File: src/rtl/qc_row_xor_accumulator_if.sv
// Row accumulator stream bundle.
// Purpose: groups the input block stream (valid/ready/vector) and the row-result
// stream (valid/ready/vector plus zero flag and row bookkeeping).
// Modports:
//   slave  - the accumulator: consumes in_*, produces out_*, sees out_ready.
//   master - the environment: produces in_*, consumes out_*, drives out_ready.
interface qc_row_xor_accumulator_if #(
  parameter int unsigned MAX_BLOCK_SIZE = 64,
  parameter int unsigned MAX_ROWS       = 12,
  parameter int unsigned ROW_W          = $clog2(MAX_ROWS + 1)
);
  logic                      in_valid;
  logic                      in_ready;
  logic [MAX_BLOCK_SIZE-1:0] in_vector;
  logic                      out_valid;
  logic                      out_ready;
  logic [MAX_BLOCK_SIZE-1:0] out_vector;
  logic                      out_zero;
  logic [ROW_W-1:0]          out_row_idx;
  logic                      out_last;

  modport slave (
    input  in_valid, in_vector, out_ready,
    output in_ready, out_valid, out_vector, out_zero, out_row_idx, out_last
  );

  modport master (
    output in_valid, in_vector, out_ready,
    input  in_ready, out_valid, out_vector, out_zero, out_row_idx, out_last
  );
endinterface

File: src/rtl/qc_row_xor_accumulator.sv
// QC-LDPC row XOR accumulator.
// Purpose: XOR-accumulates one rotated circulant block per non-trivial column of
// a base-matrix row and presents the row result (parity or syndrome block) with
// a zero flag, the row index and a last-row-of-frame flag.
// Ports:
//   clk      - single rising-edge clock
//   rst      - synchronous active-high reset
//   num_cols - blocks in the current row, sampled on the row's first beat
//   num_rows - rows in the frame, sampled on the first beat of row 0
//   bus      - stream bundle (slave modport): in_* block input, out_* row result
module qc_row_xor_accumulator #(
  parameter int unsigned MAX_BLOCK_SIZE = 64,
  parameter int unsigned MAX_COLS       = 24,
  parameter int unsigned MAX_ROWS       = 12,
  parameter int unsigned COL_W          = $clog2(MAX_COLS + 1),
  parameter int unsigned ROW_W          = $clog2(MAX_ROWS + 1)
) (
  input  logic                        clk,
  input  logic                        rst,
  input  logic [COL_W-1:0]            num_cols,
  input  logic [ROW_W-1:0]            num_rows,
  qc_row_xor_accumulator_if.slave     bus
);

  typedef enum logic [1:0] {StIdle, StAccum, StHold} state_e;

  state_e                    state_q, state_d;
  logic [MAX_BLOCK_SIZE-1:0] acc_q, acc_d;
  logic [COL_W-1:0]          col_cnt_q, col_cnt_d;
  logic [COL_W-1:0]          cols_l_q, cols_l_d;
  logic [ROW_W-1:0]          row_cnt_q, row_cnt_d;
  logic [ROW_W-1:0]          rows_l_q, rows_l_d;

  logic [COL_W-1:0]          cols_eff;
  logic [ROW_W-1:0]          rows_eff;
  logic                      is_last;

  logic                      in_ready;
  logic                      out_valid;
  logic [MAX_BLOCK_SIZE-1:0] out_vector;
  logic                      out_zero;
  logic                      out_last;

  // A zero count is treated as one so a row always consumes at least one block.
  assign cols_eff = (num_cols == '0) ? COL_W'(1) : num_cols;
  assign rows_eff = (num_rows == '0) ? ROW_W'(1) : num_rows;
  assign is_last  = (row_cnt_q == rows_l_q - ROW_W'(1));

  always_comb begin
    state_d    = state_q;
    acc_d      = acc_q;
    col_cnt_d  = col_cnt_q;
    cols_l_d   = cols_l_q;
    row_cnt_d  = row_cnt_q;
    rows_l_d   = rows_l_q;
    in_ready   = 1'b0;
    out_valid  = 1'b0;
    out_vector = '0;
    out_zero   = 1'b0;
    out_last   = 1'b0;

    unique case (state_q)
      StIdle: begin
        in_ready = 1'b1;
        if (bus.in_valid) begin
          acc_d     = bus.in_vector;
          cols_l_d  = cols_eff;
          col_cnt_d = COL_W'(1);
          if (row_cnt_q == '0) begin
            rows_l_d = rows_eff;
          end
          state_d = (cols_eff == COL_W'(1)) ? StHold : StAccum;
        end
      end
      StAccum: begin
        in_ready = 1'b1;
        if (bus.in_valid) begin
          acc_d     = acc_q ^ bus.in_vector;
          col_cnt_d = col_cnt_q + COL_W'(1);
          if (col_cnt_q == cols_l_q - COL_W'(1)) begin
            state_d = StHold;
          end
        end
      end
      StHold: begin
        out_valid  = 1'b1;
        out_vector = acc_q;
        out_zero   = (acc_q == '0);
        out_last   = is_last;
        if (bus.out_ready) begin
          state_d   = StIdle;
          row_cnt_d = is_last ? '0 : row_cnt_q + ROW_W'(1);
        end
      end
      default: begin
        state_d = StIdle;
      end
    endcase
  end

  always_ff @(posedge clk) begin
    if (rst) begin
      state_q   <= StIdle;
      acc_q     <= '0;
      col_cnt_q <= '0;
      cols_l_q  <= COL_W'(1);
      row_cnt_q <= '0;
      rows_l_q  <= ROW_W'(1);
    end else begin
      state_q   <= state_d;
      acc_q     <= acc_d;
      col_cnt_q <= col_cnt_d;
      cols_l_q  <= cols_l_d;
      row_cnt_q <= row_cnt_d;
      rows_l_q  <= rows_l_d;
    end
  end

  assign bus.in_ready    = in_ready;
  assign bus.out_valid   = out_valid;
  assign bus.out_vector  = out_vector;
  assign bus.out_zero    = out_zero;
  assign bus.out_row_idx = row_cnt_q;
  assign bus.out_last    = out_last;

endmodule

File: src/flat_wrapper.sv
// flat-port wrapper written by rule: the top's interface ports become plain ports
module qc_row_xor_accumulator_flat 
#(
  parameter int unsigned MAX_BLOCK_SIZE = 64,
  parameter int unsigned MAX_COLS       = 24,
  parameter int unsigned MAX_ROWS       = 12,
  parameter int unsigned COL_W          = $clog2(MAX_COLS + 1),
  parameter int unsigned ROW_W          = $clog2(MAX_ROWS + 1)
)
  (clk, rst, num_cols, num_rows, bus_in_valid, bus_in_vector, bus_out_ready, bus_in_ready, bus_out_valid, bus_out_vector, bus_out_zero, bus_out_row_idx, bus_out_last);
  qc_row_xor_accumulator_if #(.MAX_BLOCK_SIZE(MAX_BLOCK_SIZE), .MAX_ROWS(MAX_ROWS), .ROW_W(ROW_W)) bus_i ();
  input  logic clk;
  input  logic rst;
  input  logic [COL_W-1:0] num_cols;
  input  logic [ROW_W-1:0] num_rows;
  input wire logic [$bits(bus_i.in_valid)-1:0] bus_in_valid;
  input wire logic [$bits(bus_i.in_vector)-1:0] bus_in_vector;
  input wire logic [$bits(bus_i.out_ready)-1:0] bus_out_ready;
  output wire logic [$bits(bus_i.in_ready)-1:0] bus_in_ready;
  output wire logic [$bits(bus_i.out_valid)-1:0] bus_out_valid;
  output wire logic [$bits(bus_i.out_vector)-1:0] bus_out_vector;
  output wire logic [$bits(bus_i.out_zero)-1:0] bus_out_zero;
  output wire logic [$bits(bus_i.out_row_idx)-1:0] bus_out_row_idx;
  output wire logic [$bits(bus_i.out_last)-1:0] bus_out_last;
  assign bus_i.in_valid = bus_in_valid;
  assign bus_i.in_vector = bus_in_vector;
  assign bus_i.out_ready = bus_out_ready;
  assign bus_in_ready = bus_i.in_ready;
  assign bus_out_valid = bus_i.out_valid;
  assign bus_out_vector = bus_i.out_vector;
  assign bus_out_zero = bus_i.out_zero;
  assign bus_out_row_idx = bus_i.out_row_idx;
  assign bus_out_last = bus_i.out_last;
  qc_row_xor_accumulator #(.MAX_BLOCK_SIZE(MAX_BLOCK_SIZE), .MAX_COLS(MAX_COLS), .MAX_ROWS(MAX_ROWS), .COL_W(COL_W), .ROW_W(ROW_W)) u_core (.clk(clk), .rst(rst), .num_cols(num_cols), .num_rows(num_rows), .bus(bus_i));
endmodule
File: config.mk
export PLATFORM = sky130hd
export DESIGN_NAME = qc_row_xor_accumulator_flat
export DESIGN_NICKNAME = d
export VERILOG_FILES = /design/src/rtl/qc_row_xor_accumulator_if.sv /design/src/rtl/qc_row_xor_accumulator.sv /design/src/flat_wrapper.sv
export SDC_FILE = /design/constraint.sdc
export NUM_CORES = 1
export LEC_CHECK = 0
export ABC_CLOCK_PERIOD_IN_PS = 3200
export BUFFER_PORTS_ARGS = -buffer_cell sky130_fd_sc_hd__buf_2
export CORE_MARGIN = 1.5
export CORE_UTILIZATION = 54
export CTS_CLUSTER_DIAMETER = 80
export DETAILED_ROUTE_END_ITERATION = 7
export HOLD_SLACK_MARGIN = 0.15
export PLACE_DENSITY = 0.82
export SLEW_MARGIN = 20
export SYNTH_ARGS = -nofsm -noshare
export SYNTH_HDL_FRONTEND = slang
export SYNTH_SLANG_ARGS = --single-unit
File: constraint.sdc
create_clock -name clk -period 3.2 [get_ports clk]
set_input_delay 0.64 -clock clk [delete_from_list [all_inputs] [get_ports clk]]
set_output_delay 0.64 -clock clk [all_outputs]
set_load 0.02 [all_outputs]
-- Word-level counts from Yosys, hierarchy flattened
Index checks and enable logic that the tools add are counted.
- logic and storage cells: 52
- input port bits: 77
- register bits: 84
- reduce and logical (&&, ||, !) cells: 12
- eq/ne operators: 9
- add/subtract/negate cells: 4
- mux-type cells: 20
- bitwise logic cells: 1
- operator list (kind ; number):
    64-bit two-way mux ; 3
    64-bit case mux with 2 select lines ; 1
    64-bit logical NOT ; 1
    64-bit bitwise XOR ; 1
    5-bit two-way mux ; 3
    2-bit two-way mux ; 5
    5-bit case mux with 2 select lines ; 1
    4-bit logical NOT ; 2
    4-bit two-way mux ; 2
    2-bit != test, second input constant ; 3
    2-bit case mux with 3 select lines ; 1
    3-bit AND reduction ; 2
    5-bit by 1-bit adder with 5-bit output, second input constant ; 1
    5-bit by 1-bit equality test with 1-bit output, second input constant ; 1
    5-bit equality test ; 1
    5-bit logical NOT ; 1
    5-bit by 1-bit subtractor with 5-bit output, second input constant ; 1
    4-bit by 1-bit adder with 4-bit output, second input constant ; 1
    4-bit equality test ; 1
    1-bit two-way mux ; 4
    2-bit AND reduction ; 2
    4-bit AND reduction ; 1
    4-bit by 1-bit subtractor with 4-bit output, second input constant ; 1
    2-bit by 1-bit equality test with 1-bit output, second input constant ; 1
    other kinds (5) ; 5

-- Depth between registers and ports, before layout
Gate-level depths: netlist (run 1).
- depth in word-level cells: 6
- gate-level depth with buffers: 8

-- Worst setup path before layout (run 1)
Ideal clock, no wire load.
- path type: register -> output
- start: register u_core.state_q[0]
- end: output bus_out_zero
- cell stages (with the launch flop): 6
- required time: 2560 ps
- buffers on the path: 1
- setup slack: 759 ps
- arrival: 1801 ps
- cell sequence: dfxtp_1 -> buf_6 -> and2b_1 -> nand3_1 -> or3_1 -> nor4_1
- word-level cells in the longest chain between the ends: 2
- RTL lines (element ; line ; source):
    start: declaration ; qc_row_xor_accumulator.sv:27 ; state_e state_q, state_d;
    start signal: assignment ; qc_row_xor_accumulator.sv:103 ; state_q <= StIdle;
    start signal: assignment ; qc_row_xor_accumulator.sv:110 ; state_q <= state_d;
    2-bit equality test ; qc_row_xor_accumulator.sv:62 ; unique case (state_q)
    1-bit two-way mux ; qc_row_xor_accumulator.sv:62 ;
    end: declaration ; flat_wrapper.sv:22 ; output wire logic [$bits(bus_i.out_zero)-1:0] bus_out_zero;
Every way passes these cells.

-- Worst setup path in the final report (run 1)
- start: register u_core.acc_q[25]
- end: output bus_out_zero
- word-level cells in the longest chain between the ends: 2
- RTL lines (element ; line ; source):
    start: declaration ; qc_row_xor_accumulator.sv:28 ; logic [MAX_BLOCK_SIZE-1:0] acc_q, acc_d;
    start signal: assignment ; qc_row_xor_accumulator.sv:104 ; acc_q <= '0;
    start signal: assignment ; qc_row_xor_accumulator.sv:111 ; acc_q <= acc_d;
    64-bit logical NOT ; qc_row_xor_accumulator.sv:88 ; out_zero = (acc_q == '0);
    1-bit two-way mux ; qc_row_xor_accumulator.sv:62 ;
Every way passes these cells.

==> results of run 1 <==
[path summary, 6_finish.rpt]
kind,slack [ps],to,from
max,620,bus_out_zero,u_core.acc_q[25]
max reg2reg,1190,u_core.acc_q[50],u_core.state_q[0]
min,480,u_core.cols_l_q[1],u_core.cols_l_q[1]
min reg2reg,480,u_core.cols_l_q[1],u_core.cols_l_q[1]
[cell usage in the layout (no fill, tap or decap), drive strengths merged, types with 2 or more instances in the layout]
cell type  netlist  layout
or3              2       2
nor4            20      20
o211ai           3       3
a21oi            6       6
dfxtp           84      84
mux2i            4       4
and2            65      65
nor2b            4       4
o21ai            5       5
bufinv           0       2
nor2            76      76
nand3            7       7
xor2             7       7
nand4            6       6
nor3             8       8
ha               5       5
xnor2           69      69
buf             10     154
nand2          143     143
clkbuf          23      10
inv              9       9
[metrics by stage]
step	instances	total power (W)	hold WS, ps	util, %
2_1_floorplan	569	0.001527	448.8	-
3_3_place_gp	792	0.001639	467.3	66.29
3_5_place_dp	792	0.001659	468.0	66.29
4_1_cts	805	0.002422	482.1	68.77
5_1_grt	805	0.002525	496.9	68.77
6_report	805	0.002406	480.9	68.77
[area by class of cell]
type,instances,area (um^2)
fillers,656,2426
repair buffers,154,798.3
multi-input cells,443,2507
well taps,102,127.6
inverters,9,33.78
clock inverters,3,65.06
clock buffers,10,127.6
flip-flops and latches,84,1682
[synthesized netlist by cell type, types with 2 or more instances]
master,instances
nand2_1,133
ha_1,5
nor2b_1,4
nand2_2,10
xnor2_1,69
and2_1,65
o211ai_1,3
dfxtp_1,84
nand3_1,7
buf_2,7
xor2_1,7
nor3_1,8
or3_1,2
nand4_1,6
o21ai_0,5
nor4_1,20
mux2i_1,4
clkbuf_1,23
nor2_1,76
inv_1,9
buf_6,3
a21oi_1,6
[kinds of logic after synthesis]
group           count (synthesis)  share of synthesized area, %
buf+inv                        42                         4.324
xor+xnor                       77                         15.75
flops                          84                         38.49
compound gates                 19                         2.721
simple gates                  338                         36.37
fa+ha+maj                       5                         1.432
mux                             4                        0.9164
[state kept, by name, indices dropped and copies added, names as in the netlist]
| signal | cells |
|---|---|
| u_core.acc_q | 64 |
| u_core.col_cnt_q | 5 |
| u_core.cols_l_q | 5 |
| u_core.bus.out_row_idx | 4 |
| u_core.rows_l_q | 4 |
| u_core.state_q | 2 |
[worst reg2reg max path, stage by stage (launching register included)]
cell,delay (ps)
dfxtp_1,490
or3b_2,680
buf_4,410
nand2_1,110
xnor2_1,150
nor2_1,50
[power by group through the flow]
stage	clock, W	combinational (W)	sequential, W
3_3_place_gp	0	0.000430	0.00121
3_5_place_dp	0	0.000446	0.00121
4_1_cts	0.000784	0.000448	0.00119
6_report	0.000773	0.000442	0.00119
2_1_floorplan	0	0.000337	0.00119
5_1_grt	0.000828	0.000496	0.00120
[per-layer routing]
layer / vias to the layer above / part of all wire [%]
met4: 0 / 1.9
met2: 123 / 49
met1: 1878 / 44
li1: 2051 / -
met3: 21 / 5.6
met5: - / 0
==> results.md, run 1 <==
* Status: finished clean
* Boundary pin count at 149
* Internal cell power at 0.001749 W
* CTS max path bufs at 2
* Worst path bufs/invs at 1
* WS Path Type: flip-flop to output pin
* Nets at 783
* Row cnt at 32
* Die extent in x at 92.95 um
* Final antenna-violating net count at 0
* Async SR Flop Fraction at 0%
* Power Density at 450.5 nW/um^2
* Required time worst endpoint at 2560 ps
* Worst-Margin Slew at 779.9 ps
* Relative slew slack at 48.01%
* Vert. Die Dim at 92.95 um
* Number of antenna violations at the first check in global routing at 0
* WL final at 10.57 mm
* NetSw at 0.0006574 W
* Seq cells post-synth at 84
* Total grt overflow at 0
* Initial DRT Pass Iterations at 5
* Post-DP HPWL at 7.654 mm
* Post-Syn Instances at 569
* Vias in the first global route at 3853
* Hold Path Class: flip-flop to flip-flop
* Critical Path AT at 1940 ps
* Largest net degree at the start of global routing at 70
* Crit path cell chain: nor4_1, nand2_1, or3_1, nor4_1, buf_2
* Post-synth top area share at 38.49%
* Synth area leader: dfxtp_1
* Final Hold Vio Count at 0
* Fin area at 5341 um^2
* Pre-CTS setup slack at 877.0 ps
* Critical Path Stages at 5
* RSZ-0062 raised after global routing: no
* DIE AREA at 8640 um^2
* Mean post-synth cell area at 7.679 um^2
* Clk slew on worst S/H paths at 80 ps
* Cell leakage power at 2.520 nW
* Max incr delay on CP at 390 ps
* Largest cells by area after synthesis: dfxtp_1 (38%), xnor2_1 (14%), nand2_1 (11%)
* M1 GR Usage at 31.29%
* Worst-skew pair later-pin latency at 340 ps
* Initial Util at 56.25%
* Port Buf Inserts at 148
* R2R depth at 5
* CP Capture Type: output pin
* Top delay family on crit path: simple AND/OR/NAND/NOR gates
* Final setup margin at 621.6 ps
* CTS sink cnt at 84
* Netlist Area Pre-Place at 4369 um^2
* Hold depth at 2
* Post-Syn Nets at 651
* H-tree depth at 3
* Startpoint Class: flip-flop
* Setup TNS at 0 ps
* Wire per inst at 13.13 um
* DRC errors left at 0
* Combinational Power Share at 18.4%
* Net switching share of the total power at 27.32%
* Post-CTS sizing at 0
* GP Congestion at 0.8235
* Seq pwr share at 49.5%
* Max-cap violations at 0
* Layout cells sized above 1 at 25.60%
* GRT busiest layer: met2
* 1st-iter DRT viols at 162
* FMAX at 387.8 MHz
* Final Cycle Share at 80.58%
* Worst Clk Skew at 9.994 ps
* Netlist cell types at 35
* Syn. warnings at 0
* Most common cell on crit path: nor4_1
* Core footprint at 7767 um^2
* Slowest cell on the critical path: or3_1
* Syn-to-layout area delta at 22.25%
* Worst vdd ir at 0.2106 mV
* Tmin final at 2578 ps
* Antenna Cells at 0
* GR Util All Layers at 24.77%
* Wire length of the first global-routing pass at 17.24 mm
* Root Buffer: clkbuf_8
* Max Transition Viols Final at 0
* Cell Area, Placed at 5149 um^2
* DR vias/cell at 5.060
* Clock network fraction of total power at 32.1%
* Setup bufs post-CTS at 0
* Seq/Total Area, Yosys at 38.49%
* CTS Hold Bufs at 0
* Number of synthesized flops with an enable pin at 0
* Final setup fails at 0
* Peak fanout along the critical path at 3
* Grt met3 use at 4.762%
* Number of CTS-inserted buffers at 9
* CTS tree: done
* Met2 GRT Util at 41.67%
* Ys flop type: dfxtp_1
* Via count at 4073
Power figures use the tool's default switching activity.
==> run 2: changes to the inputs <==
--- a/config.mk
+++ b/config.mk
@@ -5,14 +5,15 @@
 export SDC_FILE = /design/constraint.sdc
 export NUM_CORES = 1
 export LEC_CHECK = 0
-export ABC_CLOCK_PERIOD_IN_PS = 3200
+export ABC_AREA = 1
+export ABC_CLOCK_PERIOD_IN_PS = 2400
 export BUFFER_PORTS_ARGS = -buffer_cell sky130_fd_sc_hd__buf_2
 export CORE_MARGIN = 1.5
-export CORE_UTILIZATION = 54
+export CORE_UTILIZATION = 53
 export CTS_CLUSTER_DIAMETER = 80
 export DETAILED_ROUTE_END_ITERATION = 7
 export HOLD_SLACK_MARGIN = 0.15
-export PLACE_DENSITY = 0.82
+export PLACE_DENSITY = 0.78
 export SLEW_MARGIN = 20
 export SYNTH_ARGS = -nofsm -noshare
 export SYNTH_HDL_FRONTEND = slang
==> constraint.sdc (replaced) <==
create_clock -name clk -period 2.4 [get_ports clk]
set_input_delay 0.48 -clock clk [delete_from_list [all_inputs] [get_ports clk]]
set_output_delay 0.48 -clock clk [all_outputs]
set_load 0.02 [all_outputs]
==> results.md, run 2 <==
* Netlist cell types at 34 (-2.9%)
* RR Startpoint: u_core.state_q[0]
* Worst-skew pair later-pin latency at 350 ps (about the same)
* GRT busiest layer: met2
* Max Transition Viols Final at 0 (unchanged)
* Tmin final at 2272 ps
* Row cnt at 36 (+13%)
* Status: finished clean
* Largest net degree at the start of global routing at 72 (+2.9%)
* Relative slew slack at 51.87% (+3.9 points)
* Synth top cells by count: nand2_1 (100), inv_1 (94), nor3_2 (93), dfxtp_1 (84), nor2_1 (83)
* DRC errors left at 0 (unchanged)
* Async SR Flop Fraction at 0% (unchanged)
* Netlist Area Pre-Place at 5461 um^2 (+25%)
* Internal cell power at 0.002530 W (+45%)
* Initial DRT Pass Iterations at 4 (-1)
* Most common cell on crit path: nor2_1
* Post-Syn Instances at 691 (+21%)
* FMAX at 440.2 MHz
* GR Util All Layers at 26.17% (+1.4 points)
* Largest cells by area after synthesis: dfxtp_1 (31%), nor3_2 (17%), a22oi_2 (13%)
* Worst-Margin Slew at 722.0 ps (-57.87 ps)
* Port Buf Inserts at 148 (unchanged)
* Nets at 903 (+15%)
* Vias in the first global route at 5166 (+34%)
* DR vias/cell at 5.513 (+9.0%)
* CTS tree: done
* Via count at 5287 (+30%)
* Max-cap violations at 0 (unchanged)
* Net switching share of the total power at 35.14% (+7.8 points)
* Final Power at 0.003901 W (+62%)
* Clk slew on worst S/H paths at 70 ps (about the same)
* Layout cells sized above 1 at 40.92% (+15 points)
* Worst Clk Skew at 10.04 ps (+0.04229 ps)
* WS Path Type: flip-flop to output pin
* Top delay family on crit path: flip-flops
* Mean post-synth cell area at 7.904 um^2 (+2.9%)
* 1st-iter DRT viols at 291 (+80%)
* Vert. Die Dim at 104.5 um (+12%)
* Worst vdd ir at 0.2981 mV (+42%)
* Required time worst endpoint at 1920 ps (-640 ps)
* Setup TNS at 0 ps (unchanged)
* Seq pwr share at 41.9% (-7.6 points)
* Peak fanout along the critical path at 3 (unchanged)
* Initial Util at 55.37% (-0.88 points)
* CP Launch Point: u_core.rows_l_q[0]
* Commonest non-fill, non-tap cell in the layout: buf_2
* Synth area leader: dfxtp_1
* Core footprint at 9864 um^2 (+27%)
* H-tree depth at 3 (unchanged)
* CTS sink cnt at 84 (unchanged)
* Power Density at 604.0 nW/um^2 (+34%)
* Final Hold Vio Count at 0 (unchanged)
* Die extent in x at 104.5 um (+12%)
* Hold Path Class: input port to flip-flop
* Boundary pin count at 149 (unchanged)
* Number of synthesized flops with an enable pin at 0 (unchanged)
* Grt met3 use at 3.822% (-0.94 points)
* RSZ-0062 raised after global routing: no
* Worst path bufs/invs at 2 (+1)
* WL final at 14.10 mm (+33%)
* GP Congestion at 0.8417 (+2.2%)
* CTS max path bufs at 2 (unchanged)
* Biggest regs: u_core.acc_q (64), u_core.col_cnt_q (5), u_core.cols_l_q (5)
* Wire per inst at 14.71 um (+12%)
* NetSw at 0.001371 W (+110%)
* Seq cells post-synth at 84 (unchanged)
* Post-synth top area share at 30.79% (-7.7 points)
* Antenna Cells at 0 (unchanged)
* Commonest non-fill, non-tap cells in the layout: buf_2 (146), nand2_1 (100), inv_1 (94)
* Final antenna-violating net count at 0 (unchanged)
* Critical Path AT at 1790 ps (-150 ps)
* Root Buffer: clkbuf_8
* Fin area at 6459 um^2 (+21%)
* Post-Syn Nets at 773 (+19%)
* Number of CTS-inserted buffers at 9 (unchanged)
* Final Cycle Share at 94.65%
* Cell leakage power at 2.578 nW (+2.3%)
* Seq/Total Area, Yosys at 30.79% (-7.7 points)
* Ys flop type: dfxtp_1
* Max incr delay on CP at 350 ps (-40 ps)
* Slowest cell on the critical path: dfxtp_2
* Combinational Power Share at 31.6% (+13 points)
* Met2 GRT Util at 46.19% (+4.5 points)
* Cell Area, Placed at 6242 um^2 (+21%)
* Syn-to-layout area delta at 18.26%
* Max reg flops at 64 (unchanged)
* Number of antenna violations at the first check in global routing at 0 (unchanged)
* Crit path cell chain: inv_1, ha_1, xor2_1, o21ai_1, nor2_1, nand2_1, nor2_1, buf_4
* Clock network fraction of total power at 26.5% (-5.6 points)
* Final setup fails at 0 (unchanged)
* Most frequent cell after synthesis: nand2_1
* Startpoint Class: flip-flop
* DIE AREA at 10920 um^2 (+26%)
* CP Capture Type: output pin
* Wire length of the first global-routing pass at 23.67 mm (+37%)
* M1 GR Usage at 32.19% (+0.90 points)
* Total grt overflow at 0 (unchanged)
* Most flop-heavy register: u_core.acc_q
* Hold slack at 377.4 ps (-103.4 ps)
* Hold_sp: num_cols[2]
* Post-DP HPWL at 10.03 mm (+31%)
* Syn. warnings at 0 (unchanged)
run 2: metal layers:
| metal | share of wire, % | up-vias | routed length, um |
|---|---|---|---|
| met2 | 50 | 155 | 7097 |
| met1 | 43 | 2546 | 6059 |
| met4 | 1.6 | 0 | 229 |
| met3 | 5.1 | 18 | 717 |
| li1 | - | 2568 | - |
| met5 | 0 | - | 0 |
run 2: per-stage QoR:
| stage | instances | setup slack, ps | util [%] |
|---|---|---|---|
| finish | 959 | 128.4 | 65.47 |
| global route | 959 | 9.964 | 65.47 |
| CTS | 957 | 23.27 | 65.27 |
| detailed placement | 941 | 421.1 | 63.28 |
| global placement | 941 | 521.6 | 63.28 |
| floorplan | 691 | 540.8 | - |
run 2: worst min-delay path, cell delays in order:
cell	delay, ps
buf_2	90
nand3_1	60
o21ai_0	60
run 2: what timing repair did:
| item | CTS | global route |
|---|---|---|
| gates resized for setup | 0 | 4 |
| hold endpoints to repair | 0 | 0 |
| hold buffers | 0 | 0 |
| setup buffers | 0 | 2 |
| setup endpoints to repair | 0 | 1 |
run 2: power groups by stage:
stage / logic, W / registers, W / clock network, W
2_1_floorplan: 0.000959 / 0.00164 / 0
6_report: 0.00123 / 0.00163 / 0.00103
3_5_place_dp: 0.00121 / 0.00166 / 0
4_1_cts: 0.00122 / 0.00163 / 0.00106
5_1_grt: 0.00136 / 0.00165 / 0.00112
3_3_place_gp: 0.00116 / 0.00165 / 0
run 2: final timing paths:
| check | end | slack, ps | depth (start not counted) |
|---|---|---|---|
| setup / recovery | bus_out_last | 130 | 8 |
| setup reg to reg | u_core.acc_q[58] | 550 | 8 |
| hold / removal | u_core.cols_l_q[2] | 380 | 3 |
| hold reg to reg | u_core.rows_l_q[1] | 520 | 2 |
run 2: cell type report:
class | count | area (um^2)
fill | 876 | 3406
multi-input combinational | 465 | 3139
sequential | 84 | 1684
timing repair buffer | 162 | 900.9
inverter | 99 | 371.6
clock buffer | 15 | 166.4
tap | 133 | 166.4
clock inverter | 1 | 30.03
run 2: logic make-up after synthesis:
kind of cell / synth area share, %
and+or+nand+nor: 38.05
buffers and inverters: 11.96
AOI/OAI and AO/OA: 17.09
DFF: 30.79
xor gates and xnor gates: 0.9622
adders and majority gates: 1.145
==> run 3: changes to the inputs <==
--- a/config.mk
+++ b/config.mk
@@ -8,12 +8,14 @@
 export ABC_AREA = 1
 export ABC_CLOCK_PERIOD_IN_PS = 2400
 export BUFFER_PORTS_ARGS = -buffer_cell sky130_fd_sc_hd__buf_2
+export CELL_PAD_IN_SITES_DETAIL_PLACEMENT = 1
+export CELL_PAD_IN_SITES_GLOBAL_PLACEMENT = 2
 export CORE_MARGIN = 1.5
-export CORE_UTILIZATION = 53
+export CORE_UTILIZATION = 25
 export CTS_CLUSTER_DIAMETER = 80
 export DETAILED_ROUTE_END_ITERATION = 7
 export HOLD_SLACK_MARGIN = 0.15
-export PLACE_DENSITY = 0.78
+export PLACE_DENSITY = 0.66
 export SLEW_MARGIN = 20
 export SYNTH_ARGS = -nofsm -noshare
 export SYNTH_HDL_FRONTEND = slang
==> results.md, run 3 (synthesis results as in run 2) <==
* Status: finished clean
* Layout cells sized above 1 at 41.68% (+0.76 points)
* Via count at 5298 (+0.21%)
* Vert. Die Dim at 150.8 um (+44%)
* Final Power at 0.004620 W (+18%)
* Largest net degree at the start of global routing at 72 (unchanged)
* DR vias/cell at 4.816 (-13%)
* Syn-to-layout area delta at 24.81%
* Final setup margin at 136.8 ps (+8.407 ps)
* Total grt overflow at 0 (unchanged)
* Required time worst endpoint at 1920 ps (about the same)
* Max incr delay on CP at 360 ps (about the same)
* Nets at 901 (-0.22%)
* Final Hold Vio Count at 0 (unchanged)
* DIE AREA at 22740 um^2 (+110%)
* Max Transition Viols Final at 0 (unchanged)
* Power Density at 677.8 nW/um^2 (+12%)
* Relative slew slack at 44.67% (-7.2 points)
* Wire length of the first global-routing pass at 28.40 mm (+20%)
* Number of CTS-inserted buffers at 9 (unchanged)
* Worst-Margin Slew at 830.0 ps (+108.0 ps)
* Final antenna-violating net count at 0 (unchanged)
* Startpoint Class: flip-flop
* H-tree depth at 3 (unchanged)
* Post-DP HPWL at 12.83 mm (+28%)
* Setup TNS at 0 ps (unchanged)
* Port Buf Inserts at 148 (unchanged)
* Vias in the first global route at 5663 (+9.6%)
* Most common cell on crit path: nor2_1
* Final setup fails at 0 (unchanged)
* WL final at 17.82 mm (+26%)
* CP Capture Type: output pin
* FMAX at 441.8 MHz (+0.37%)
* CTS Hold Bufs at 0 (unchanged)
* GR Util All Layers at 15.85% (-10 points)
* Worst Clk Skew at 3.711 ps (-6.326 ps)
* DRC errors left at 0 (unchanged)
* Max-cap violations at 0 (unchanged)
* RSZ-0062 raised after global routing: no
* Final std cells w/o fill at 1100 (+15%)
* Die extent in x at 150.8 um (+44%)
* Hold slack at 393.2 ps (+15.79 ps)
* Most flop-heavy register: u_core.acc_q
* Initial Util at 25.74% (-30 points)
* Final Cycle Share at 94.30% (-0.35 points)
* Slowest cell on the critical path: nor4_1
* Root Buffer: clkbuf_16
* WS Path Type: flip-flop to output pin
* CTS max path bufs at 2 (unchanged)
* Biggest regs: u_core.acc_q (64), u_core.col_cnt_q (5), u_core.cols_l_q (5)
* GP Congestion at 0.8235 (-2.2%)
* Worst vdd ir at 0.3196 mV (+7.2%)
* Tmin final at 2263 ps (-8.407 ps)
* Core footprint at 21220 um^2 (+120%)
* Critical Path AT at 1780 ps (about the same)
* CTS tree: done
* Worst-skew pair later-pin latency at 350 ps (about the same)
* CTS sink cnt at 84 (unchanged)
* Peak fanout along the critical path at 3 (unchanged)
* Max reg flops at 64 (unchanged)
* Boundary pin count at 149 (unchanged)
* Clk slew on worst S/H paths at 60 ps (about the same)
* Wire per inst at 16.20 um (+10%)
* Commonest non-fill, non-tap cells in the layout: buf_2 (146), nand2_1 (100), inv_1 (93), nor3_2 (93), nor2_1 (83)
* Initial DRT Pass Iterations at 4 (unchanged)
* Pre-CTS setup slack at 358.8 ps (-62.32 ps)
* Number of antenna violations at the first check in global routing at 2 (+2)
* Row cnt at 53 (+47%)
* Crit path cell chain: nor4_1, nand4_1, nor2_1, nand2_1, nor2_1, buf_2
* Cell leakage power at 2.646 nW (+2.6%)
* 1st-iter DRT viols at 172 (-41%)
* Placed insts at 1081 (+15%)
* Commonest non-fill, non-tap cell in the layout: buf_2
* Hold Path Class: input port to flip-flop
-- run 3: cell types whose count changed in the layout (fill, tap and decap cells not counted), sizes merged --
cell,change
bufinv,+3
clkbuf,-5
diode,+2
buf,-2
clkinv,+2
inv,-1
-- run 3: cell type report --
type                    instances  area [um^2]
fillers                      2594        14400
multi-input cells             465         3171
flip-flops and latches         84         1684
repair buffers                160        885.9
inverters                      99        372.9
well taps                     275        344.1
clock buffers                  10        229.0
clock inverters                 5        125.1
diodes                          2        5.005
-- run 3: per-stage QoR --
| step | cell area (um^2) | util [%] |
|---|---|---|
| global placement | 6415 | 30.23 |
| finish | 6817 | 32.12 |
| CTS | 6775 | 31.93 |
| floorplan | 5461 | - |
| global route | 6812 | 32.10 |
| detailed placement | 6415 | 30.23 |
-- run 3: routing by layer --
metal / global-route usage, % / vias to the layer above / part of all wire (%)
li1: - / 2577 / -
met1: 18.52 / 2597 / 43
met2: 28.86 / 110 / 51
met3: 3.675 / 14 / 5.2
met4: 4.223 / 0 / 1.3
met5: 0 / - / 0
-- run 3: final timing paths --
kind	startpoint	end	slack (ps)	cells past startpoint
min	num_cols[3]	u_core.cols_l_q[3]	390	3
min reg2reg	u_core.rows_l_q[1]	u_core.rows_l_q[1]	500	2
max reg2reg	u_core.state_q[1]	u_core.acc_q[7]	590	5
max	u_core.acc_q[50]	bus_out_zero	140	6
-- run 3: worst max-delay path: cells and delay by family (launching register included) --
kind / cells / cell delay (ps)
flops: 1 / 330
simple gates: 5 / 920
buf+inv: 1 / 200
-- run 3: what timing repair did --
item                       CTS  global route
gates cloned                 0             0
gates resized for setup      1             8
buffers inserted             0             2
pin swaps                    0             2
setup endpoints to repair    1             2
-- run 3: where the power goes --
part	internal (W)	switching, W	total, W	leakage [nW]
clock network	0.00112	0.000599	0.00172	0.173
logic	0.000463	0.000805	0.00127	1.78
registers	0.00153	0.000109	0.00164	0.690
